### src/rtl/booth2_seq_mult_pkg.sv
// rtl/booth2_seq_mult_pkg.sv - shared widths, FSM states and Booth digit codes
package booth2_seq_mult_pkg;

    localparam int A_W    = 16;
    localparam int B_W    = 16;
    localparam int P_W    = 32;
    localparam int DIGITS = 8;
    localparam int CNT_W  = $clog2(DIGITS);
    localparam int PP_W   = A_W + 2;

    typedef enum logic [1:0] {
        ST_IDLE = 2'd0,
        ST_CALC = 2'd1,
        ST_DONE = 2'd2
    } state_t;

    // Radix-4 Booth digit codes {b[2i+1], b[2i], b[2i-1]}
    localparam logic [2:0] DIG_ZERO_0 = 3'b000;
    localparam logic [2:0] DIG_P1A_0  = 3'b001;
    localparam logic [2:0] DIG_P1A_1  = 3'b010;
    localparam logic [2:0] DIG_P2A    = 3'b011;
    localparam logic [2:0] DIG_M2A    = 3'b100;
    localparam logic [2:0] DIG_M1A_0  = 3'b101;
    localparam logic [2:0] DIG_M1A_1  = 3'b110;
    localparam logic [2:0] DIG_ZERO_1 = 3'b111;

endpackage

### src/rtl/booth2_pp_decoder.sv
// rtl/booth2_pp_decoder.sv - radix-4 Booth partial-product decoder, sign bit delivered inverted
module booth2_pp_decoder
    import booth2_seq_mult_pkg::*;
(
    input  logic [A_W-1:0]  a,
    input  logic [2:0]      digit,
    output logic [PP_W-1:0] pp_n
);

    logic [A_W:0]    a_sx;
    logic [A_W:0]    a_neg;
    logic [PP_W-1:0] pp;

    // Negating in 17 bits keeps -(-32768) representable as +32768
    assign a_sx  = {a[A_W-1], a};
    assign a_neg = ~a_sx + {{A_W{1'b0}}, 1'b1};

    always_comb begin
        pp = '0;
        case (digit)
            DIG_ZERO_0, DIG_ZERO_1: pp = '0;
            DIG_P1A_0, DIG_P1A_1:   pp = {a_sx[A_W], a_sx};
            DIG_P2A:                pp = {a_sx, 1'b0};
            DIG_M2A:                pp = {a_neg, 1'b0};
            DIG_M1A_0, DIG_M1A_1:   pp = {a_neg[A_W], a_neg};
            default:                pp = '0;
        endcase
    end

    assign pp_n = {~pp[PP_W-1], pp[PP_W-2:0]};

endmodule

### src/rtl/booth2_seq_mult.sv
// rtl/booth2_seq_mult.sv - sequential radix-4 Booth 16x16 signed multiplier, one digit per cycle
module booth2_seq_mult
    import booth2_seq_mult_pkg::*;
(
    input  logic           sys_clk,
    input  logic           sys_rst_n,
    input  logic           in_valid,
    output logic           in_ready,
    input  logic [A_W-1:0] a_in,
    input  logic [B_W-1:0] b_in,
    output logic           out_valid,
    input  logic           out_ready,
    output logic [P_W-1:0] p_out,
    output logic           busy
);

    state_t          state;
    logic [A_W-1:0]  a_reg;
    logic [B_W:0]    b_reg;
    logic [P_W-1:0]  acc;
    logic [CNT_W-1:0] cnt;

    logic [2:0]      digit;
    logic [PP_W-1:0] pp_raw;
    logic [PP_W-1:0] pp;
    logic [P_W-1:0]  pp_ext;
    logic [P_W-1:0]  pp_shifted;
    logic [P_W-1:0]  sum;

    // b_reg[0] is the implicit b[-1]=0, so digit i sits at bits 2i+2..2i
    assign digit = b_reg[{cnt, 1'b0} +: 3];

    booth2_pp_decoder u_dec (
        .a     (a_reg),
        .digit (digit),
        .pp_n  (pp_raw)
    );

    assign pp         = {~pp_raw[PP_W-1], pp_raw[PP_W-2:0]};
    assign pp_ext     = {{(P_W-PP_W){pp[PP_W-1]}}, pp};
    assign pp_shifted = pp_ext << {cnt, 1'b0};
    assign sum        = acc + pp_shifted;

    // in_ready only rises on a clock edge, so reset release is taken synchronously
    always_ff @(posedge sys_clk or negedge sys_rst_n) begin
        if (!sys_rst_n) begin
            state     <= ST_IDLE;
            a_reg     <= '0;
            b_reg     <= '0;
            acc       <= '0;
            cnt       <= '0;
            in_ready  <= 1'b0;
            out_valid <= 1'b0;
            p_out     <= '0;
            busy      <= 1'b0;
        end else begin
            case (state)
                ST_IDLE: begin
                    out_valid <= 1'b0;
                    p_out     <= '0;
                    if (in_valid && in_ready) begin
                        a_reg    <= a_in;
                        b_reg    <= {b_in, 1'b0};
                        acc      <= '0;
                        cnt      <= '0;
                        in_ready <= 1'b0;
                        busy     <= 1'b1;
                        state    <= ST_CALC;
                    end else begin
                        in_ready <= 1'b1;
                        busy     <= 1'b0;
                    end
                end
                ST_CALC: begin
                    acc <= sum;
                    cnt <= cnt + CNT_W'(1);
                    if (cnt == CNT_W'(DIGITS - 1)) begin
                        state <= ST_DONE;
                    end
                end
                ST_DONE: begin
                    // Result register trails entry into DONE by one cycle
                    if (out_valid && out_ready) begin
                        out_valid <= 1'b0;
                        p_out     <= '0;
                        busy      <= 1'b0;
                        in_ready  <= 1'b1;
                        state     <= ST_IDLE;
                    end else begin
                        out_valid <= 1'b1;
                        p_out     <= acc;
                    end
                end
                default: begin
                    state <= ST_IDLE;
                end
            endcase
        end
    end

endmodule

### config.mk
export PLATFORM = sky130hd
export DESIGN_NAME = booth2_seq_mult
export DESIGN_NICKNAME = d
export VERILOG_FILES = /design/src/rtl/booth2_seq_mult_pkg.sv /design/src/rtl/booth2_pp_decoder.sv /design/src/rtl/booth2_seq_mult.sv
export SDC_FILE = /design/constraint.sdc
export NUM_CORES = 1
export LEC_CHECK = 0
export BUFFER_PORTS_ARGS = -buffer_cell sky130_fd_sc_hd__buf_4
export CORE_UTILIZATION = 65
export DETAILED_ROUTE_END_ITERATION = 10
export PLACE_DENSITY = 0.86
export SLEW_MARGIN = 20
export SYNTH_ARGS = -nofsm -noshare
export SYNTH_HDL_FRONTEND = slang
export SYNTH_SLANG_ARGS = --single-unit
### constraint.sdc
create_clock -name sys_clk -period 9 [get_ports sys_clk]
set_input_delay 1.35 -clock sys_clk [delete_from_list [all_inputs] [get_ports sys_clk]]
set_output_delay 1.35 -clock sys_clk [all_outputs]
set_load 0.005 [all_outputs]
==> impl_metrics.toml <==
[outcome]
outcome = "complete, but fails checks"
violations = "DRC"

[placed_design]
dpl-instance-area_um2 = 8290
hpwl_mm = 14.5
gp_congestion = 0.932
portBuffers = 70

[logic_synthesis]
synth_edf_count = 0
syn_nets = 977
yosys_most_used_dff = "dfrtp_1"
ys_types = 73
avgSynthCellArea_um2 = 8.63
syn-cell-area_um2 = 7790
postSynth.asyncResetShare = 1.00
ys_warn_count = 0
ys_seq_area_frac = 0.334
netlist_instances = 902
synth-seq-cells = 104

[final_layout]
area.sequential_um2 = 2600
reg_top3 = "acc x32, p_out x32"
syn2layout_area_growth_pct = 10.4
layout.nets = 1001
multi_input_area_um2 = 4880
final_cell_mix = "139 x nand2_1, 104 x dfrtp_1, 79 x buf_4"
antenna_cells = 0
fin_area_um2 = 8600
num-fill-cells = 847
final_layout_size_suffix_gt1_frac = 0.161
final_common_cell = "nand2_1"

[timing]
clock-skew-final_ps = 7.69
slew_headroom = 0.334
finalSetupViolCount = 0
finalSetupTns_ps = 0
maxSlewViolCount = 0
timing.fmax_mhz = 155
period_share = 0.718
period_needed_ps = 6460
hold_viol_final = 0
tightest_slew_ps = 989
rsz0062_at_grt = "no"

[clocking]
cts_sinks = 104
cts_max_path_buffers = 2
ctsResizeCount = 0
insertion_delay_ps = 360
clkTransAtPathRegs_ps = 70
cts_hold_buf = 0
post_cts_buffers = 0
root_buffer = "clkbuf_16"
cts_tree = "built"
cts_buffers = 9
cts_max_level = 3

[worst_setup_path]
worst_ep_arrival_time_ps = 6680
critPathRequiredTime_ps = 9220
end_kind = "register"
path_class = "register to register"
start_kind = "register"
critPathMaxFanout = 25

[die]
initial_core_util = 0.673
core_um2 = 11600
die_h_um = 111
die_area_um2 = 12400
die_x_um = 111
ios = 71
rows = 39

[route]
drt_iter0_drc = 563
drc_errors = 8
dr.pass1.iters = 9
via_per_inst = 6.64
vias = 7133
post_drt_wl_per_cell_um = 18.7
wirelength_mm = 20.0
ant_nets = 0

[global_routing]
grt_pass1_wl_mm = 33.5
antenna_found_initial = 0
grt_overflow_total = 0
grt_pass1_vias = 6819
track_usage = 0.332
grt_max_degree = 68

[flow_run]
cap_violations = 0

[hold_path]
hp-class = "register to register"
-- cell usage after synthesis, drive strengths merged, types with 7 or more instances --
cell      n  area, µm²
xor2     15        131
nand2   139        522
mux2     27        315
nor2     44        168
mux2i    28        293
a211oi    7       52.6
o21a      9       68.8
ha       38        475
o31ai    11       87.6
o21ai    59        295
dfrtp   104       2600
buf      15       81.3
inv      15       56.3
o211ai    9       72.6
a22o     32        280
nor3     33        165
a21oi    45        225
and3      7       43.8
nand3    47        235
a221oi    9       85.1
a21o     24        180
clkbuf   51        193
or3       8       50.1
xnor2    16        140
a41oi     7       61.3
-- cell type report --
class	count	share of cell area
clock inverter	5	0.00568
sequential	104	0.303
inverter	15	0.00655
timing repair buffer	79	0.0690
multi-input combinational	717	0.567
clock buffer	11	0.0282
tap	143	0.0208
-- per-layer routing --
metal  part of all wire  wire, µm  GRT usage  up-vias
met2               0.47      9470      0.547      236
li1                   -         -          -     3401
met3              0.048       953     0.0533       36
met1               0.46      9200      0.450     3460
met5                  0         0          0        -
met4              0.021       413      0.102        0
-- cells by family (layout without fill, tap and decap cells) --
kind of cell,count (synthesis),in the layout,synth area share
AO/OA/AOI/OAI,267,267,0.241
XOR/XNOR,31,31,0.0349
adder cells (fa/ha/maj),39,39,0.0636
buffers and inverters,81,110,0.0424
flip-flops,104,104,0.334
multiplexers,61,61,0.0955
AND/OR/NAND/NOR,319,319,0.188
-- worst max-delay path: stages (launching register included) --
cell	delay, ps
dfrtp_1	670
buf_4	400
mux4_2	600
mux2i_4	660
nand2_1	290
o311ai_0	400
o22ai_1	210
mux2_2	330
mux2i_1	170
nor2b_1	170
ha_1	330
a21o_1	200
a21o_1	170
a2111oi_0	360
o21ai_0	360
a2111o_1	510
a41oi_1	260
xor2_1	150
o21ai_0	80
-- per-stage QoR --
step                      worst slack (ps)  hold WS (ps)   util  instances
after global routing                  2160           521  0.743       1074
after floorplan                       3750           440      -        902
after detailed placement              2530           463  0.717       1058
after CTS                             2520           481  0.742       1074
final                                 2540           480  0.743       1074
after global placement                2770           466  0.717       1058
-- worst paths after layout --
kind / cells past startpoint / startpoint / end / slack [ps]
max in group asynchronous: 2 / sys_rst_n / acc[23] / 6870
hold reg to reg: 2 / b_reg[1] / b_reg[1] / 480
min in group asynchronous: 1 / sys_rst_n / a_reg[0] / 1010
setup reg to reg: 18 / cnt[0] / acc[25] / 2540
setup / recovery: 18 / cnt[0] / acc[25] / 2540
hold / removal: 2 / b_reg[1] / b_reg[1] / 480
Power is left out: the tool's default activity adds up to more than one toggle a clock period on the data nets, which glitch-free logic cannot reach.
